<file path="src/rtl/dist_query_issuer_if.sv">
// Host/sorter-facing bus of dist_query_issuer: bank load, run control and the issue/return stream.
interface dist_query_issuer_if #(
    parameter int VEC_W  = 64,
    parameter int ADDR_W = 4
);
    logic              load_valid;
    logic [ADDR_W-1:0] load_addr;
    logic [VEC_W-1:0]  load_data;
    logic              start;
    logic [VEC_W-1:0]  query_in;
    logic [ADDR_W:0]   num_vecs;
    logic              out_valid;
    logic [VEC_W-1:0]  query;
    logic [VEC_W-1:0]  search_0;
    logic              in_valid;
    logic              busy;
    logic              done;
    logic              err;

    modport master (
        output load_valid, load_addr, load_data, start, query_in, num_vecs, out_valid,
        input  query, search_0, in_valid, busy, done, err
    );

    modport slave (
        input  load_valid, load_addr, load_data, start, query_in, num_vecs, out_valid,
        output query, search_0, in_valid, busy, done, err
    );
endinterface

</file>
<file path="src/rtl/dist_query_issuer.sv">
// Query/search-vector issuer for dist_sort_simple with outstanding-beat limiting.
// Optional macro DIST_ISSUE_GAP_EN: forces an idle cycle between consecutive in_valid beats.
module dist_query_issuer #(
    parameter int VEC_W        = 64,
    parameter int DEPTH        = 16,
    parameter int ADDR_W       = 4,
    parameter int MAX_INFLIGHT = 4
) (
    input  logic               clk,
    input  logic               rst,
    dist_query_issuer_if.slave bus
);
    typedef enum logic [1:0] {IDLE, ISSUE, DRAIN, DONE} state_t;

    localparam logic [ADDR_W:0] DEPTH_C = (ADDR_W+1)'(DEPTH);
    localparam logic [3:0]      MAX_C   = 4'(MAX_INFLIGHT);

    logic [VEC_W-1:0] bank [DEPTH];

    state_t           state_q, state_d;
    logic [ADDR_W:0]  idx_q, idx_d;
    logic [ADDR_W:0]  cnt_q, cnt_d;
    logic [3:0]       inflight_q, inflight_d;
    logic [VEC_W-1:0] qlat_q, qlat_d;
    logic [VEC_W-1:0] query_q, query_d;
    logic [VEC_W-1:0] search_q, search_d;
    logic             in_valid_q, in_valid_d;
    logic             busy_q, busy_d;
    logic             done_q, done_d;
    logic             err_q, err_d;
    logic             gap_ok, ret, issue;

    always_comb begin
`ifdef DIST_ISSUE_GAP_EN
        gap_ok = !in_valid_q;
`else
        gap_ok = 1'b1;
`endif
        ret   = bus.out_valid && (inflight_q != '0);
        // A return in the same cycle frees its slot for this cycle's issue.
        issue = (state_q == ISSUE) && gap_ok && ((inflight_q < MAX_C) || ret);

        state_d    = state_q;
        idx_d      = idx_q;
        cnt_d      = cnt_q;
        qlat_d     = qlat_q;
        query_d    = query_q;
        search_d   = search_q;
        in_valid_d = issue;
        err_d      = err_q | (bus.out_valid && (inflight_q == '0));

        case ({issue, ret})
            2'b10:   inflight_d = inflight_q + 4'd1;
            2'b01:   inflight_d = inflight_q - 4'd1;
            default: inflight_d = inflight_q;
        endcase

        if (issue) begin
            search_d = bank[idx_q[ADDR_W-1:0]];
            query_d  = qlat_q;
            idx_d    = idx_q + 1'b1;
        end

        case (state_q)
            IDLE: begin
                if (bus.start) begin
                    qlat_d  = bus.query_in;
                    cnt_d   = (bus.num_vecs > DEPTH_C) ? DEPTH_C : bus.num_vecs;
                    idx_d   = '0;
                    state_d = (bus.num_vecs == '0) ? DONE : ISSUE;
                end
            end
            ISSUE: begin
                if (issue && (idx_q == cnt_q - 1'b1)) state_d = DRAIN;
            end
            DRAIN: begin
                if ((inflight_q == '0) && !in_valid_q) state_d = DONE;
            end
            default: state_d = IDLE;
        endcase

        busy_d = (state_d == ISSUE) || (state_d == DRAIN);
        done_d = (state_d == DONE);
    end

    always_ff @(posedge clk or negedge rst) begin
        if (!rst) begin
            state_q    <= IDLE;
            idx_q      <= '0;
            cnt_q      <= '0;
            inflight_q <= '0;
            qlat_q     <= '0;
            query_q    <= '0;
            search_q   <= '0;
            in_valid_q <= 1'b0;
            busy_q     <= 1'b0;
            done_q     <= 1'b0;
            err_q      <= 1'b0;
        end else begin
            state_q    <= state_d;
            idx_q      <= idx_d;
            cnt_q      <= cnt_d;
            inflight_q <= inflight_d;
            qlat_q     <= qlat_d;
            query_q    <= query_d;
            search_q   <= search_d;
            in_valid_q <= in_valid_d;
            busy_q     <= busy_d;
            done_q     <= done_d;
            err_q      <= err_d;
        end
    end

    // Bank has no reset; contents are only meaningful once loaded.
    always_ff @(posedge clk) begin
        if (bus.load_valid && (state_q == IDLE)) bank[bus.load_addr] <= bus.load_data;
    end

    assign bus.query    = query_q;
    assign bus.search_0 = search_q;
    assign bus.in_valid = in_valid_q;
    assign bus.busy     = busy_q;
    assign bus.done     = done_q;
    assign bus.err      = err_q;
endmodule

</file>
<file path="src/flat_wrapper.sv">
// flat-port wrapper written by rule: the top's interface ports become plain ports
module dist_query_issuer_flat 
#(
    parameter int VEC_W        = 64,
    parameter int DEPTH        = 16,
    parameter int ADDR_W       = 4,
    parameter int MAX_INFLIGHT = 4
)
  (clk, rst, bus_load_valid, bus_load_addr, bus_load_data, bus_start, bus_query_in, bus_num_vecs, bus_out_valid, bus_query, bus_search_0, bus_in_valid, bus_busy, bus_done, bus_err);
  dist_query_issuer_if #(.VEC_W(VEC_W), .ADDR_W(ADDR_W)) bus_i ();
  input  logic clk;
  input  logic rst;
  input wire logic [$bits(bus_i.load_valid)-1:0] bus_load_valid;
  input wire logic [$bits(bus_i.load_addr)-1:0] bus_load_addr;
  input wire logic [$bits(bus_i.load_data)-1:0] bus_load_data;
  input wire logic [$bits(bus_i.start)-1:0] bus_start;
  input wire logic [$bits(bus_i.query_in)-1:0] bus_query_in;
  input wire logic [$bits(bus_i.num_vecs)-1:0] bus_num_vecs;
  input wire logic [$bits(bus_i.out_valid)-1:0] bus_out_valid;
  output wire logic [$bits(bus_i.query)-1:0] bus_query;
  output wire logic [$bits(bus_i.search_0)-1:0] bus_search_0;
  output wire logic [$bits(bus_i.in_valid)-1:0] bus_in_valid;
  output wire logic [$bits(bus_i.busy)-1:0] bus_busy;
  output wire logic [$bits(bus_i.done)-1:0] bus_done;
  output wire logic [$bits(bus_i.err)-1:0] bus_err;
  assign bus_i.load_valid = bus_load_valid;
  assign bus_i.load_addr = bus_load_addr;
  assign bus_i.load_data = bus_load_data;
  assign bus_i.start = bus_start;
  assign bus_i.query_in = bus_query_in;
  assign bus_i.num_vecs = bus_num_vecs;
  assign bus_i.out_valid = bus_out_valid;
  assign bus_query = bus_i.query;
  assign bus_search_0 = bus_i.search_0;
  assign bus_in_valid = bus_i.in_valid;
  assign bus_busy = bus_i.busy;
  assign bus_done = bus_i.done;
  assign bus_err = bus_i.err;
  dist_query_issuer #(.VEC_W(VEC_W), .DEPTH(DEPTH), .ADDR_W(ADDR_W), .MAX_INFLIGHT(MAX_INFLIGHT)) u_core (.clk(clk), .rst(rst), .bus(bus_i));
endmodule
</file>
<file path="config.mk">
export PLATFORM = sky130hd
export DESIGN_NAME = dist_query_issuer_flat
export DESIGN_NICKNAME = d
export VERILOG_FILES = /design/src/rtl/dist_query_issuer_if.sv /design/src/rtl/dist_query_issuer.sv /design/src/flat_wrapper.sv
export SDC_FILE = /design/constraint.sdc
export NUM_CORES = 1
export LEC_CHECK = 0
export CORE_MARGIN = 2
export CORE_UTILIZATION = 40
export DETAILED_ROUTE_END_ITERATION = 8
export GPL_TIMING_DRIVEN = 0
export SLEW_MARGIN = 20
export SYNTH_ARGS = -nofsm -noshare
export SYNTH_HDL_FRONTEND = slang
export SYNTH_SLANG_ARGS = --single-unit
</file>
<file path="constraint.sdc">
create_clock -name clk -period 7.3 [get_ports clk]
set_clock_uncertainty 0.15 [all_clocks]
set_input_delay 1.46 -clock clk [delete_from_list [all_inputs] [get_ports clk]]
set_output_delay 1.46 -clock clk [all_outputs]
set_load 0.01 [all_outputs]
</file>
After elaboration in Yosys (flattened, before gate mapping)
Memories as Yosys holds them, arrays and structs flattened. A register that Yosys moved wholly into a read port is not among the register bits.
Index checks and enable logic that the tools add are counted.
{"block": "op_classes", "addsub": 4, "order_cmp": 2, "eq_ne": 8, "mux": 12, "n_bitwise": 1, "reduce_logical": 16}
{"cell": "5-bit 2-to-1 mux", "count": 4}
{"cell": "2-bit == test, second input constant", "count": 4}
{"cell": "2-bit 2-to-1 mux", "count": 4}
{"cell": "4-bit case mux with 2 select lines", "count": 1}
{"cell": "2-bit by 1-bit == test with 1-bit output, second input constant", "count": 3}
{"cell": "1-bit logical AND", "count": 6}
{"cell": "2-bit case mux with 3 select lines", "count": 1}
{"cell": "5-bit by 1-bit adder with 5-bit output, second input constant", "count": 1}
{"cell": "5-bit == test", "count": 1}
{"cell": "5-bit greater-than comparator, second input constant", "count": 1}
{"cell": "5-bit logical NOT", "count": 1}
{"cell": "5-bit by 1-bit subtractor with 5-bit output, second input constant", "count": 1}
{"cell": "4-bit by 1-bit adder with 4-bit output, second input constant", "count": 1}
{"cell": "4-bit logical NOT", "count": 1}
{"cell": "4-bit by 3-bit less-than comparator with 1-bit output, second input constant", "count": 1}
{"cell": "4-bit nonzero test", "count": 1}
{"cell": "4-bit by 1-bit subtractor with 4-bit output, second input constant", "count": 1}
{"cell": "1-bit logical NOT", "count": 2}
{"cell": "2-bit logical NOT", "count": 1}
{"cell": "1-bit logical OR", "count": 2}
{"cell": "1-bit 2-to-1 mux", "count": 2}
{"cell": "2-bit AND reduction", "count": 1}
{"cell": "2-bit nonzero test", "count": 1}
{"cell": "1-bit OR", "count": 1}
{"block": "word_totals", "regBits": 148, "mem_bits_rw": 1024, "input_bits": 142, "elab_cells": 54, "n_memories": 1}
{"name": "u_core.bank", "words": 16, "word_bits": 64, "rd": 1, "rd_ports_with_merged_regs": 1, "write_ports": 1, "line": "dist_query_issuer.sv:18", "rtl": "logic [VEC_W-1:0] bank [DEPTH];"}

Longest topological paths before layout
{"block": "depth", "depth_word": 9, "mapped_depth": 8, "mapped_depth_nobuf": 8}

Worst setup path after synthesis
No wires, ideal clock.
{"block": "synth_timing", "path_kind": "in2reg", "from": "in bus_load_addr[1]", "to": "mem u_core.bank[0][0] (enable)", "setup_ns": 0.565, "arrival_time_ns": 6.245, "required_time_ns": 6.585, "setup_slack_ns": 0.340, "stages": 2, "cell_sequence": "or3_1 nor3_1"}
{"element": "from (decl)", "line": "flat_wrapper.sv:14", "rtl": "input wire logic [$bits(bus_i.load_addr)-1:0] bus_load_addr;"}
{"element": "to (decl)", "line": "dist_query_issuer.sv:18"}
No word-level cell before the write port.

Final worst setup path
{"block": "layout_timing", "from": "in bus_load_valid", "to": "mem u_core.bank[0][36] (enable)"}
{"block": "layout_between", "elab_chain_len": 3}
{"element": "from (decl)", "line": "flat_wrapper.sv:13", "rtl": "input wire logic [$bits(bus_i.load_valid)-1:0] bus_load_valid;"}
{"element": "1-bit logical AND", "line": "dist_query_issuer.sv:116", "rtl": "if (bus.load_valid && (state_q == IDLE)) bank[bus.load_addr] <= bus.load_data;"}
{"element": "1-bit 2-to-1 mux", "line": "dist_query_issuer.sv:116"}
{"element": "1-bit 2-to-1 mux (not written as such)", "line": "dist_query_issuer.sv:116"}
No other way between the ends.

==> impl_metrics.json <==
{
  "post_dp_cell_area_um2": 52900,
  "p_leak_nw": 19.6,
  "hold_ws_ps": 315,
  "syn_nets": 2513,
  "wl_per_cell_um": 25.9,
  "start_util_pct": 40.3,
  "slowest_stage": "clkdlybuf4s50_1",
  "finalSetupViolCount": 0,
  "crit_type": "in -> reg",
  "first_pass_iters": 7,
  "grt_pass1_wl_um": 171000,
  "grt-ovfl-total": 0,
  "grt_max_degree": 102,
  "core_area_um2": 116000,
  "outcome": "finished clean",
  "antenna_found_initial": 15,
  "reg2reg_depth": 8,
  "slew_violations": 0,
  "cts_made_buffers": 132,
  "fin_crit_ps": 3710,
  "wl_um": 116000,
  "async_flop_share_pct": 17.2,
  "rsz0062_at_grt": "false",
  "slew_headroom_pct": 30.6,
  "cts_max_path_buffers": 3,
  "vias": 24300,
  "ys.flop_type": "edfxtp_1",
  "cp-start-kind": "input pin",
  "row_count": 125,
  "cp-startpoint": "bus_load_valid",
  "r2r_slack_ps": 3970,
  "r2r_start": "u_core.state_q[1]",
  "clk-insertion-delay-late_ps": 740,
  "ir_worst_vdd_uv": 198,
  "vias_per_cell": 5.40,
  "cts_sinks": 1236,
  "die_w_um": 346,
  "cts_setup_buffers": 0,
  "synth_seq_area_share_pct": 77.2,
  "io_buffers": 273,
  "regToRegEndpoint": "u_core.bank[3][36]",
  "hold_start": "u_core.qlat_q[52]",
  "fin_cells": 4500,
  "worst_pin_slew_ps": 1040,
  "die_y_um": 346,
  "ys_ff_latch": 1236,
  "ys_types": 44,
  "endpoint_kind": "flip-flop",
  "place_inst": 4250,
  "post-route-cell-area_um2": 57300,
  "synth_edf_count": 1024,
  "pwr_density_cell_nw_per_um2": 373,
  "finalHoldViolations": 0,
  "synth_warnings": 0,
  "min_period_over_period_pct": 50.8,
  "critical_path_peak_fanout": 6,
  "first_global_vias": 25700,
  "crit_path_frequent_cell": "buf_6",
  "crit_chain": "clkdlybuf4s50_1 > nand2_1 > or3_1 > nor3_2 > buf_6 > buf_4 > buf_4 > buf_6 > buf_6",
  "gp_congestion": 0.883,
  "syn_inst": 2365,
  "finalNetCount": 3008,
  "grt_util_all_layers_pct": 19.5,
  "cp_data_arrival_time_ps": 4000,
  "clk_pin_slew_ps": 60,
  "syn_avg_cell_area_um2": 19.8,
  "dp_hpwl_um": 77900,
  "ctsHoldBuffers": 0,
  "drtIter0Drc": 2195,
  "cts_max_level": 4,
  "netlist_area_um2": 46700,
  "cts_resized": 0,
  "hold_class": "reg -> reg",
  "drc": 0,
  "cts_tree": "yes",
  "max_freq_mhz": 270,
  "syn_to_final_growth_pct": 22.6,
  "antenna_left": 0,
  "die_area_um2": 120000,
  "cap_violations": 0,
  "slowest_delay_ps": 550,
  "io_pins": 274,
  "cp-endpoint": "u_core.bank[0][36]",
  "critPathRequiredTime_ps": 7590,
  "drive_gt1_share_pct": 25.1,
  "root_buffer": "clkbuf_16"
}
==> synth_stat cells, types with 3 or more instances <==
cell	instances	area share, %
buf_1	15	0.12
buf_2	34	0.36
buf_4	10	0.16
buf_6	13	0.31
clkbuf_1	49	0.39
dfrtp_1	212	11
edfxtp_1	1024	66
ha_1	5	0.13
inv_1	7	0.056
mux2_2	64	1.5
mux4_2	256	12
nand2_1	397	3.2
nand2b_1	6	0.080
nand3_1	7	0.075
nand4_1	3	0.040
nor2_1	81	0.65
nor3_1	7	0.075
o21ai_0	3	0.032
o22ai_1	71	0.95
o22ai_2	58	1.6
xnor2_1	7	0.13
xor2_1	5	0.094
==> metal layers <==
metal,track usage (%),wire (µm),up-vias
met2,32.0,56900,911
met4,6.67,3390,16
met5,0,102,-
met3,4.55,8250,197
li1,-,-,10400
met1,25.8,47700,12800
==> where the power goes <==
group	internal (mW)	leakage (nW)	total [mW]	switching [mW]
clock	3.88	2.14	6.63	2.75
sequential	8.26	11.8	8.69	0.437
combinational	2.89	5.71	6.04	3.15
total	15.0	19.6	21.4	6.33
==> cells by family (layout without fill, tap and decap cells) <==
family | after synthesis | in the layout | synth area share, %
buf+inv | 130 | 736 | 1.45
simple gates | 512 | 512 | 4.28
fa+ha+maj | 6 | 6 | 0.177
mux | 323 | 323 | 13.9
flops | 1236 | 1236 | 77.2
other cells | 0 | 5 | 0
xor+xnor | 12 | 12 | 0.225
compound gates | 146 | 146 | 2.75
==> cell usage in the layout, fill, tap and decap left out, types with 4 or more instances in the layout <==
master,instances
o22ai_1,71
clkbuf_1,85
buf_6,29
diode_2,5
nand2_1,397
o22ai_2,58
buf_1,15
nor2_4,12
clkinv_1,6
clkbuf_8,16
mux4_2,256
clkinv_8,4
xor2_1,5
dfrtp_1,212
nand3_1,7
buf_12,23
clkinv_2,22
xnor2_1,7
nor2_1,69
nand2b_1,6
clkbuf_16,134
clkdlybuf4s50_1,272
bufinv_16,8
buf_4,38
inv_6,5
buf_8,4
buf_2,34
buf_16,19
nor3_2,4
inv_1,7
edfxtp_1,1024
ha_1,5
mux2_2,64
==> metrics by stage <==
step / setup WS [ps] / util (%) / TNS (ps) / power [mW]
2_1_floorplan: 340 / - / 0 / 12.6
3_3_place_gp: -5780 / 44.3 / -3842280 / 14.8
3_5_place_dp: 2820 / 45.6 / 0 / 15.0
4_1_cts: 3580 / 49.3 / 0 / 21.6
5_1_grt: 3520 / 49.3 / 0 / 22.3
6_report: 3590 / 49.4 / 0 / 21.4
==> critical path: cells and delay by family <==
kind          cells  cell delay (ps)
buf+inv           6             1450
simple gates      3             1070
==> how the worst min path moves through the flow <==
stage	end	slack [ps]	cells past startpoint
after floorplan	u_core.bus.query[0]	290	2
after global placement	u_core.bus.query[46]	300	2
after detailed placement	u_core.bus.query[52]	300	2
after CTS	u_core.bus.query[52]	310	2
after global routing	u_core.bus.query[52]	340	2
final	u_core.bus.query[52]	310	2
==> final cells by class <==
class / instances / area [µm²]
Antenna cell: 5 / 12.5
Inverter: 8 / 30.0
Clock inverter: 57 / 662
Clock buffer: 188 / 3720
Sequential cell: 1236 / 36100
Buffer: 122 / 649
Fill cell: 9333 / 58800
Timing Repair Buffer: 361 / 4140
Tap cell: 1524 / 1910
Multi-Input combinational cell: 999 / 10100
==> registers in the layout (all words and copies together), names as in the netlist, 2 cells and up <==
signal / count
u_core.bus.search_0: 64
u_core.cnt_q: 5
u_core.bank: 1024
u_core.state_q: 2
u_core.bus.query: 64
u_core.inflight_q: 4
u_core.idx_q: 5
u_core.qlat_q: 64
No activity file was read; power rests on OpenSTA's default activity.
